**config.mk**
```make
export PLATFORM = sky130hd
export DESIGN_NAME = stopwatch_ctrl
export DESIGN_NICKNAME = d
export VERILOG_FILES = /design/src/rtl/stopwatch_ctrl.sv
export SDC_FILE = /design/constraint.sdc
export NUM_CORES = 1
export LEC_CHECK = 0
export CORE_UTILIZATION = 60
export DETAILED_ROUTE_END_ITERATION = 8
export PLACE_DENSITY = 0.81
export SLEW_MARGIN = 20
export SYNTH_ARGS = -nofsm -noshare
export SYNTH_HDL_FRONTEND = slang
export SYNTH_SLANG_ARGS = --single-unit
```
**constraint.sdc**
```tcl
create_clock -name CLOCK_50 -period 7.5 [get_ports CLOCK_50]
set_input_delay 0.75 -clock CLOCK_50 [delete_from_list [all_inputs] [get_ports CLOCK_50]]
set_output_delay 0.75 -clock CLOCK_50 [all_outputs]
set_load 0.03 [all_outputs]
```
**src/rtl/stopwatch_ctrl.sv**
```systemverilog
// Stopwatch control: key conditioning, run/pause/lap FSM, counter enable/clear
// generation and the registered value handed to the BCD stage.
module stopwatch_ctrl #(
  parameter int WIDTH      = 16,
  parameter int DEB_CYCLES = 500000
) (
  input  logic             CLOCK_50,
  input  logic             reset,
  input  logic             key_ss_n,
  input  logic             key_lap_n,
  input  logic             tick,
  input  logic [WIDTH-1:0] count,
  output logic             cnt_en,
  output logic             cnt_clr,
  output logic [WIDTH-1:0] disp_value,
  output logic             running,
  output logic             frozen,
  output logic             overflow
);

  localparam int            DW       = $clog2(DEB_CYCLES + 1);
  localparam logic [DW-1:0] DEB_LAST = DW'(DEB_CYCLES - 1);

  localparam logic [1:0] ST_IDLE  = 2'd0;
  localparam logic [1:0] ST_RUN   = 2'd1;
  localparam logic [1:0] ST_PAUSE = 2'd2;
  localparam logic [1:0] ST_LAP   = 2'd3;

  // Index 0 is start/stop, index 1 is lap/clear.
  logic [1:0] key_raw;
  logic [1:0] press;

  assign key_raw = {key_lap_n, key_ss_n};

  genvar gi;
  generate
    for (gi = 0; gi < 2; gi++) begin : g_key
      logic          sync1_reg;
      logic          sync2_reg;
      logic          acc_reg;
      logic          acc_d_reg;
      logic          press_reg;
      logic [DW-1:0] deb_cnt_reg;

      always_ff @(posedge CLOCK_50 or posedge reset) begin
        if (reset) begin
          sync1_reg   <= 1'b1;
          sync2_reg   <= 1'b1;
          acc_reg     <= 1'b1;
          acc_d_reg   <= 1'b1;
          press_reg   <= 1'b0;
          deb_cnt_reg <= '0;
        end else begin
          sync1_reg <= key_raw[gi];
          sync2_reg <= sync1_reg;
          // Any sample that agrees with the accepted level restarts the run.
          if (sync2_reg == acc_reg) begin
            deb_cnt_reg <= '0;
          end else if (deb_cnt_reg == DEB_LAST) begin
            deb_cnt_reg <= '0;
            acc_reg     <= sync2_reg;
          end else begin
            deb_cnt_reg <= deb_cnt_reg + DW'(1);
          end
          acc_d_reg <= acc_reg;
          press_reg <= acc_d_reg & ~acc_reg;
        end
      end

      assign press[gi] = press_reg;
    end
  endgenerate

  logic             ss_press;
  logic             lap_press;
  logic [1:0]       state_reg;
  logic [1:0]       state_next;
  logic             clr_next;
  logic [WIDTH-1:0] hold_reg;
  logic             active;
  logic             sat;

  assign ss_press  = press[0];
  assign lap_press = press[1] & ~press[0];
  assign active    = (state_reg == ST_RUN) || (state_reg == ST_LAP);
  assign sat       = &count;

  always_comb begin
    state_next = state_reg;
    clr_next   = 1'b0;
    case (state_reg)
      ST_IDLE: begin
        if (ss_press) state_next = ST_RUN;
      end
      ST_RUN: begin
        if (ss_press)       state_next = ST_PAUSE;
        else if (lap_press) state_next = ST_LAP;
      end
      ST_LAP: begin
        if (ss_press)       state_next = ST_PAUSE;
        else if (lap_press) state_next = ST_RUN;
      end
      ST_PAUSE: begin
        if (ss_press) begin
          state_next = ST_RUN;
        end else if (lap_press) begin
          state_next = ST_IDLE;
          clr_next   = 1'b1;
        end
      end
      default: state_next = ST_IDLE;
    endcase
  end

  always_ff @(posedge CLOCK_50 or posedge reset) begin
    if (reset) begin
      state_reg  <= ST_IDLE;
      hold_reg   <= '0;
      cnt_en     <= 1'b0;
      cnt_clr    <= 1'b1;
      disp_value <= '0;
      overflow   <= 1'b0;
    end else begin
      state_reg <= state_next;
      if ((state_reg == ST_RUN) && lap_press) hold_reg <= count;
      cnt_en  <= tick & active & ~sat;
      cnt_clr <= clr_next;
      // Clearing wins: the flag drops together with the clear pulse.
      if (clr_next)                   overflow <= 1'b0;
      else if (tick && active && sat) overflow <= 1'b1;
      disp_value <= (state_reg == ST_LAP) ? hold_reg : count;
    end
  end

  assign running = active;
  assign frozen  = (state_reg == ST_LAP);

endmodule

```
==> impl_results.md <==
* PostCTS Resize Cnt at 0
* Hold_ws at 0.354 ns
* Critical path class: register to primary output
* Synth-to-Final Area Change at 17.8%
* Slew Limit Fails at 0
* Worst Path Arrival at 2.18 ns
* Period minus WS final at 2.93 ns
* Final non-filler cell total at 436
* Place WS at 4.99 ns
* Share of layout cells above drive strength 1 at 18.3%
* Worst-path clk slew at 0.09 ns
* Routed via count at 2468
* WL final at 6630 µm
* Vias in the first global route at 2368
* Maxcap violations at 0
* Post-CTS Setup Inserts at 0
* Die area at 0.00644 mm²
* RSZ-0062 raised after global routing: no
* Setup-failing EPs final at 0
* Count of hold-fix buffers inserted at cts at 0
* Clock buffer count from CTS at 9
* Most frequent cells in the layout: dfrtp_1 (76), clkdlybuf4s50_1 (41), nor2_1 (40)
* Syn Inst Count at 313
* Nets at 379
* Lkg Pwr at 1.80 nW
* Most common cell after layout, fill and taps aside: dfrtp_1
* GRT Util Overall at 22.5%
* # IOs at 42
* Largest register FFs at 38
* Core area at 0.00592 mm²
* ANT nets after route at 0
* Clock buffer depth at 2
* Crit path to: frozen
* CTS Sinks at 85
* Overall die height at 80.3 µm
* I/O Buffers at 41
* First-pass GRT wire length at 10800 µm
* Std cell rows at 28
* Max Freq at 341 MHz
* Netlist cell types at 40
* Setup TNS at 0 ns
* Largest net degree at the start of global routing at 86
* Placed inst area at 0.00414 mm²
* R2R cell count at 4
* DP Cell Count at 420
* Worst-Margin Slew at 0.898 ns
* Mean Syn Cell Area at 11.7 µm²
* R2R Path End: g_key[0].deb_cnt_reg[10]
* R2R Path Start: g_key[0].deb_cnt_reg[11]
* Clock skew at 0.0135 ns
* Register area share after synthesis at 58.2%
* Crit. End Element: primary output
* Gpl congestion at 0.860
* TritonCTS clock tree: yes
* Final WS setup at 4.57 ns
* Hold crit path type: register to register
* Cell area after synthesis at 0.00368 mm²
* Total global routing overflow at 0
* Synth warn at 0
* Final Total Pwr at 825 µW
* Setup crit start: state_reg[0]
* Post-DP HPWL at 4400 µm
* Starting density of the core at 62.1%
* Post-route DRC violation count at 0
* CTS H-tree lvls at 3
* Run status: completed
* First drt pass iteration count at 4
* Crit-path max FO at 17
* Final worst-path cycle share at 39.1%
* Hold Fails Final Rpt at 0
* Root Driver: clkbuf_8
* Layout Utilization at 73.1%
* Crit start category: register
* Reg2reg setup slack at 5.39 ns
* Max VDD drop at 0.000128 V
* Worst skew pair latency at 0.35 ns
* Die Wd at 80.3 µm
* FF+latch count, synth at 85
* Rel. slew slack at 39.9%
* Worst EP required at 6.75 ns
* Final instance area at 0.00433 mm²
* Initial antenna violation count at 0
* DR WL/cell at 15.2 µm
* DRC violation total after the first TritonRoute iteration at 176
* Pwr dens at 191 mW/mm²
* Drt via density at 5.66
* Antenna Cells at 0
* Post-synth net total at 336
-- cells by family after synthesis --
logic type                 Yosys count  synth area share (%)
AOI/OAI and AO/OA                   18                  3.54
and+or+nand+nor                    122                  17.4
adders and majority gates            2                 0.681
xor gates and xnor gates            30                  7.15
muxes                               35                  10.7
DFF                                 85                  58.2
buffers and inverters               21                  2.38
-- area by class of cell --
| class | count | area [µm²] |
|---|---|---|
| Sequential cell | 85 | 2140 |
| Fill cell | 375 | 1590 |
| Multi-Input combinational cell | 207 | 1450 |
| Timing Repair Buffer | 42 | 422 |
| Clock buffer | 10 | 138 |
| Tap cell | 75 | 93.8 |
| Clock inverter | 6 | 46.3 |
| Inverter | 11 | 42.5 |
-- synth_stat cells, drive strengths merged --
| library cell | count | area, µm² |
|---|---|---|
| nor4bb | 1 | 10.0 |
| dfstp | 9 | 236 |
| and2 | 1 | 6.26 |
| ha | 2 | 25.0 |
| xor2 | 6 | 52.6 |
| and3b | 1 | 8.76 |
| a21oi | 7 | 35.0 |
| nand2b | 1 | 6.26 |
| nand2 | 16 | 60.1 |
| nand4 | 15 | 109 |
| a31oi | 1 | 6.26 |
| o31ai | 1 | 7.51 |
| and3 | 1 | 6.26 |
| nor2b | 3 | 18.8 |
| or3 | 5 | 31.3 |
| buf | 3 | 17.5 |
| mux2 | 34 | 383 |
| dfrtp | 76 | 1900 |
| mux2i | 1 | 10.0 |
| nor2 | 40 | 150 |
| and4 | 1 | 8.76 |
| nor4 | 9 | 56.3 |
| nor3b | 1 | 7.51 |
| o21ai | 5 | 25.0 |
| o21bai | 1 | 11.3 |
| nor3 | 9 | 45.0 |
| inv | 11 | 41.3 |
| or4b | 1 | 10.0 |
| nand3 | 12 | 60.1 |
| o41ai | 2 | 36.3 |
| xnor2 | 24 | 210 |
| clkbuf | 7 | 28.8 |
| or4 | 2 | 18.8 |
| a31o | 1 | 8.76 |
| nor4b | 3 | 26.3 |
-- critical path, cell delays in order, from the launching register on --
cell and delay (ns):
dfrtp_1 0.48, nand2_1 0.49, inv_1 0.17, clkdlybuf4s50_1 0.68
-- power breakdown --
group	leakage, nW	internal, mW	switching, mW
Sequential	1.11	0.467	0.00523
Clock	0.0893	0.132	0.166
Combinational	0.600	0.0242	0.0310
-- worst min path at each step --
stage	startpoint	end	slack, ns	depth (start not counted)
finish	g_key[1].sync1_reg	g_key[1].sync2_reg	0.35	0
global route	g_key[1].sync1_reg	g_key[1].sync2_reg	0.35	0
CTS	g_key[1].sync1_reg	g_key[1].sync2_reg	0.35	0
detailed placement	g_key[0].sync1_reg	g_key[0].sync2_reg	0.35	0
global placement	g_key[0].sync1_reg	g_key[0].sync2_reg	0.35	0
floorplan	g_key[0].sync1_reg	g_key[0].sync2_reg	0.35	0
-- routing by layer --
metal / vias up / share of wire (%) / track usage [%]
li1: 1181 / - / -
met1: 1205 / 45 / 29.8
met2: 74 / 48 / 36.2
met3: 8 / 4.5 / 4.77
met4: 0 / 1.5 / 9.29
met5: - / 0 / 0
Note: power is estimated with default switching activity, not from simulation.
